--- src/rtl/cacheline_arbiter.sv ---
// Two-to-one arbiter sharing one cacheline adapter between the I-cache and D-cache.
// Define ARBITER_RR_EN for round-robin ties; otherwise the D-cache always wins a tie.
module cacheline_arbiter #(
  parameter int LINE_W = 256,
  parameter int ADDR_W = 32
) (
  input  logic              clk,
  input  logic              reset_n,

  input  logic [ADDR_W-1:0] icache_address_i,
  input  logic              icache_read_i,
  input  logic              icache_write_i,
  input  logic [LINE_W-1:0] icache_line_i,
  output logic [LINE_W-1:0] icache_line_o,
  output logic              icache_resp_o,

  input  logic [ADDR_W-1:0] dcache_address_i,
  input  logic              dcache_read_i,
  input  logic              dcache_write_i,
  input  logic [LINE_W-1:0] dcache_line_i,
  output logic [LINE_W-1:0] dcache_line_o,
  output logic              dcache_resp_o,

  output logic [ADDR_W-1:0] adapter_address_o,
  output logic              adapter_read_o,
  output logic              adapter_write_o,
  output logic [LINE_W-1:0] adapter_line_o,
  input  logic [LINE_W-1:0] adapter_line_i,
  input  logic              adapter_resp_i,

  output logic [1:0]        grant_o
);

  typedef enum logic [1:0] {
    IDLE    = 2'd0,
    GRANT_I = 2'd1,
    GRANT_D = 2'd2,
    GAP     = 2'd3
  } state_t;

  state_t     state;
  state_t     state_next;
  logic [1:0] grant_q;
  logic [1:0] grant_next;
  logic       i_req;
  logic       d_req;
  logic       pick_d;

  assign i_req = icache_read_i | icache_write_i;
  assign d_req = dcache_read_i | dcache_write_i;

`ifdef ARBITER_RR_EN
  // Remembers which port was granted most recently; starts as "D-cache" so the
  // first tie after reset goes to the I-cache.
  logic last_d;

  always_ff @(posedge clk or negedge reset_n) begin
    if (!reset_n) begin
      last_d <= 1'b1;
    end else if (state == IDLE) begin
      if (state_next == GRANT_D) begin
        last_d <= 1'b1;
      end else if (state_next == GRANT_I) begin
        last_d <= 1'b0;
      end
    end
  end

  assign pick_d = d_req & (~i_req | ~last_d);
`else
  assign pick_d = d_req;
`endif

  // NOTE: state registers use non-blocking assignments so every flop samples
  // pre-edge values, independent of process evaluation order.
  always_ff @(posedge clk or negedge reset_n) begin
    if (!reset_n) begin
      state   <= IDLE;
      grant_q <= 2'b00;
    end else begin
      state   <= state_next;
      grant_q <= grant_next;
    end
  end

  // NOTE: each combinational output gets a default before the case so no path
  // leaves it unassigned, which would infer a latch.
  always_comb begin
    state_next = state;
    case (state)
      IDLE: begin
        if (pick_d) begin
          state_next = GRANT_D;
        end else if (i_req) begin
          state_next = GRANT_I;
        end
      end
      GRANT_I, GRANT_D: begin
        if (adapter_resp_i) begin
          state_next = GAP;
        end
      end
      GAP:     state_next = IDLE;
      default: state_next = IDLE;
    endcase
  end

  // grant_o is registered alongside the state so it always reflects the current grant.
  always_comb begin
    grant_next = 2'b00;
    case (state_next)
      GRANT_I: grant_next = 2'b01;
      GRANT_D: grant_next = 2'b10;
      default: grant_next = 2'b00;
    endcase
  end

  always_comb begin
    adapter_address_o = '0;
    adapter_line_o    = '0;
    adapter_read_o    = 1'b0;
    adapter_write_o   = 1'b0;
    icache_resp_o     = 1'b0;
    dcache_resp_o     = 1'b0;
    case (state)
      GRANT_I: begin
        adapter_address_o = icache_address_i;
        adapter_line_o    = icache_line_i;
        adapter_read_o    = icache_read_i;
        adapter_write_o   = icache_write_i & ~icache_read_i;
        icache_resp_o     = adapter_resp_i;
      end
      GRANT_D: begin
        adapter_address_o = dcache_address_i;
        adapter_line_o    = dcache_line_i;
        adapter_read_o    = dcache_read_i;
        adapter_write_o   = dcache_write_i & ~dcache_read_i;
        dcache_resp_o     = adapter_resp_i;
      end
      default: begin
      end
    endcase
  end

  // Fill data is broadcast; only the resp pulse tells a cache the line is its own.
  assign icache_line_o = adapter_line_i;
  assign dcache_line_o = adapter_line_i;
  assign grant_o       = grant_q;

endmodule

--- config.mk ---
export PLATFORM = sky130hd
export DESIGN_NAME = cacheline_arbiter
export DESIGN_NICKNAME = d
export VERILOG_FILES = /design/src/rtl/cacheline_arbiter.sv
export SDC_FILE = /design/constraint.sdc
export NUM_CORES = 1
export LEC_CHECK = 0
export CAP_MARGIN = 0
export CORE_AREA = 5 5 636 638
export CTS_CLUSTER_DIAMETER = 30
export DETAILED_ROUTE_END_ITERATION = 8
export DIE_AREA = 0 0 641 643
export SKIP_LAST_GASP = 1
export SYNTH_ARGS = -nofsm -noshare
export SYNTH_HDL_FRONTEND = slang
export SYNTH_SLANG_ARGS = --single-unit
--- constraint.sdc ---
create_clock -name clk -period 2 [get_ports clk]
set_input_delay 0.6 -clock clk [delete_from_list [all_inputs] [get_ports clk]]
set_output_delay 0.6 -clock clk [all_outputs]
set_load 0.005 [all_outputs]
# == After elaboration in Yosys (flattened, before gate mapping) ==
# Index checks and enable logic that the tools add are counted.
# word_totals
rom_bits,0
out_inout_bits,806
inputBits,839
latch_bits,0
regBits,4
wordCells,26
mem_bits_rw,0
n_memories,0
# classes
n_mul,0
n_reduce_logical,2
n_bitwise,6
n_shift,0
magnitude_cmp,0
n_eq_ne,5
muxes,11
div,0
addsub,0
# ops
op,n
$pmux W256 S2,1
$pmux W32 S2,1
$eq A2 B2 Y1 const B,3
$mux W2,3
$pmux W2 S3,1
$eq A2 B1 Y1 const B,2
$pmux W1 S2,2
$pmux W2 S2,1
$and A1 B1 Y1,2
$logic_not A2 Y1,1
$mux W1,2
$not A1 Y1,2
$or A1 B1 Y1,2
$reduce_or A2 Y1,1

# == Depth between registers and ports, before layout ==
# depth
word_depth,6
depth_mapped,6
depth_no_buf,5

# == Worst setup path after synthesis ==
# OpenSTA, ideal clock, no wires.
# synth_path
path_kind,register -> output
startpoint,register state[1]
endpoint,output port adapter_address_o[0]
arrival_time_ns,1.387
required_ns,1.400
slack_ns,0.013
n_path_buf,2
stages_incl_launch_ff,6
cell_sequence,dfrtp_1 inv_1 ha_1 clkbuf_1 clkbuf_1 nor2b_1
# synth_between
elab_chain_cells,2
elab_cells_between_ends,3
classes_between,eq/ne (2); mux (1)
# synth_lines
item,line_no,source
from (decl),41,state_t state;
from (signal assigned),81,state <= state_next;
$eq A2 B2 Y1 / $eq A2 B1 Y1 (equally long branches),125,case (state)
$pmux W32 S2 (*),125,
to (decl),24,"output logic [ADDR_W-1:0] adapter_address_o,"
# Mark *: on every way between the ends. The rest lies on a longest branch, timed or not.

# == Worst setup path after layout ==
# layout_path
startpoint,register state[0]
endpoint,output port adapter_address_o[10]
# The elaborated chain is that of the path after synthesis.

==> impl_metrics.toml <==
[setup_path]
cp_max_fo = 7
ff2ff_setup_slack_ps = 240
critical_path_class = "reg -> out"
crit_required_ps = 1400
cp-start-kind = "flip-flop"
arrival_ps = 2260
end_kind = "primary output"

[clocking]
clkTransAtPathRegs_ps = 30
root_buffer = "clkbuf_16"
cts.sinks = 4
insertion_delay_ps = 230
h-tree-depth = 1
tritoncts = "done"
cts_buffer_depth = 2
cts_made_buffers = 3

[timing]
hold_viol_final = 0
rsz0062_at_grt = "yes"
setup_ws_ps = -864
relSlewSlack_pct = 43.3
skew_ps = 1.24
finalSetupViolCount = 292
tightestPinTransition_ps = 851
fin_crit_sh_pct = 143
fin_crit_ps = 2860
slew_viol_final = 0
max_freq_ghz = 0.349
timing.hold.ws_ps = 599

[floorplanning]
chipWidth_um = 641
coreArea_sq_um = 398000
die_area_sq_um = 412000
io-pin-count = 1645
start_util_pct = 2.13
die_h_um = 643
rows = 232

[yosys]
avgSynthCellArea_sq_um = 6.99
async_flop_share_pct = 100
netlist_top_cells_area = "buf_4 (45%), a22oi_1 (26%), nor2b_1 (21%)"
yosysWarningCount = 0
synth_top_cell_area_share_pct = 45.3
synth_area_sq_um = 8490
synth_most_common_cell = "buf_4"
syn_inst = 1214
synth_cell_types = 23
synth_nets = 2056
yosys.area.top_type = "buf_4"
synth_edf_count = 0
yosysSeqAreaShare_pct = 1.18
synth_ff_type = "dfrtp_1"
synth_commonest_cells = "buf_4 (512), nor2b_1 (290), a22oi_1 (289)"
ys_ff_latch = 4

[global_route]
track_usage_pct = 17.6
grt_max_degree = 47
grt_pass1_wl_mm = 407
grt_pass1_vias = 12200
antenna_found_initial = 407
overflow = 0

[place]
dp_hpwl_mm = 362
post-place-cells = 6832
port_buffers = 876
post-place-ws_ps = -985
gp_congestion = 0.914

[finish]
finalNetCount = 2599
layout-drive-gt1-share_pct = 52.9
syn_to_final_growth_pct = 219
final_cells = 7138

[pwr]
power.density_nw_per_um2 = 1350
leakage_nw = 8.64
power.total_mw = 36.6
peakVddDrop_mv = 0.700

[drt]
drt_wl_total_mm = 389
wl_per_cell_um = 54.5
vias = 14700
route.detailed.drc = 0
first_pass_iters = 6
viasPerCell = 2.06
drtIter0Drc = 1209
antenna_left = 1

[outcome]
violations = "antenna violations, negative setup slack"
status = "finished, violations left"

[hold_path]
hp-class = "in -> async"

[job]
max_cap_viol_count = 0
-- report_power, final --
group | internal [mW] | switching (mW) | leakage (nW)
sequential | 0.119 | 0.0246 | 0.0509
clock | 0.255 | 0.0555 | 0.0377
combinational | 19.9 | 16.2 | 8.55
total | 20.3 | 16.3 | 8.64
-- flip-flops by register name, summed over array words and instances (netlist names) --
signal   cells
grant_o      2
state        2
-- per-layer routing --
| metal | share of wire, % | global-route usage, % | vias up |
|---|---|---|---|
| li1 | - | - | 4913 |
| met1 | 24 | 12.1 | 6383 |
| met2 | 47 | 29.9 | 2399 |
| met3 | 23 | 18.9 | 806 |
| met4 | 5.7 | 7.35 | 217 |
| met5 | 0.49 | 0.830 | - |
-- worst max-delay path, cell delays in order, from the launching register on --
cell,delay (ps)
dfrtp_1,390
buf_6,130
ha_4,180
buf_16,160
buf_8,150
clkbuf_16,180
buf_8,140
a22oi_2,380
nor2b_2,110
buf_12,160
-- kinds of logic (layout without fill, tap and decap cells) --
logic type | after synthesis | in the layout | share of synthesized area [%]
AOI/OAI and AO/OA | 295 | 295 | 26.2
adders and majority gates | 3 | 3 | 0.442
buffers and inverters | 610 | 1151 | 50.0
DFF | 4 | 4 | 1.18
other | 0 | 118 | 0
and+or+nand+nor | 302 | 302 | 22.2
-- layout make-up --
class | count | area [sq um]
Antenna cell | 118 | 295
Clock buffer | 3 | 75.1
Fill cell | 46500 | 371000
Inverter | 2 | 7.51
Multi-Input combinational cell | 600 | 6060
Sequential cell | 4 | 100
Tap cell | 5265 | 6590
Timing Repair Buffer | 1146 | 13900
-- worst paths after layout --
check | cells after the start | start | to
worst max-delay path | 9 | state[0] | adapter_address_o[10]
worst min-delay path | 1 | reset_n | state[0]
worst max register to register | 8 | state[1] | grant_o[1]
worst min register to register | 3 | state[0] | grant_o[0]
max in group asynchronous | 1 | reset_n | grant_o[1]
min in group clk | 3 | state[0] | grant_o[0]
-- metrics by stage --
stage | setup TNS, ps | area, sq um | utilization [%]
6_report | -182090 | 27100 | 6.80
5_1_grt | -199390 | 26900 | 6.77
4_1_cts | -194070 | 23200 | 5.84
3_5_place_dp | -156750 | 22000 | 5.52
3_3_place_gp | -154210 | 22000 | 5.52
2_1_floorplan | 0 | 8490 | -
-- what timing repair did --
item,in CTS,in global routing
gates resized for setup,375,680
hold buffers,0,0
endpoints found under the setup margin,292,292
cloned,15,29
pin swaps,18,125
setup buffers,32,120
-- placed cells by master (no fill, tap or decap), types with 14 or more instances in the layout --
| master | n |
|---|---|
| clkbuf_2 | 27 |
| nor2b_2 | 101 |
| a22oi_1 | 59 |
| buf_12 | 183 |
| clkdlybuf4s15_2 | 14 |
| buf_6 | 46 |
| nor2b_4 | 63 |
| buf_4 | 142 |
| diode_2 | 118 |
| clkbuf_16 | 31 |
| nor2b_1 | 126 |
| dlymetal6s2s_1 | 57 |
| buf_16 | 26 |
| dlygate4sd2_1 | 17 |
| buf_8 | 34 |
| a22oi_2 | 230 |
| clkdlybuf4s50_1 | 544 |
| buf_2 | 25 |
Note: power is estimated with default switching activity, not from simulation.
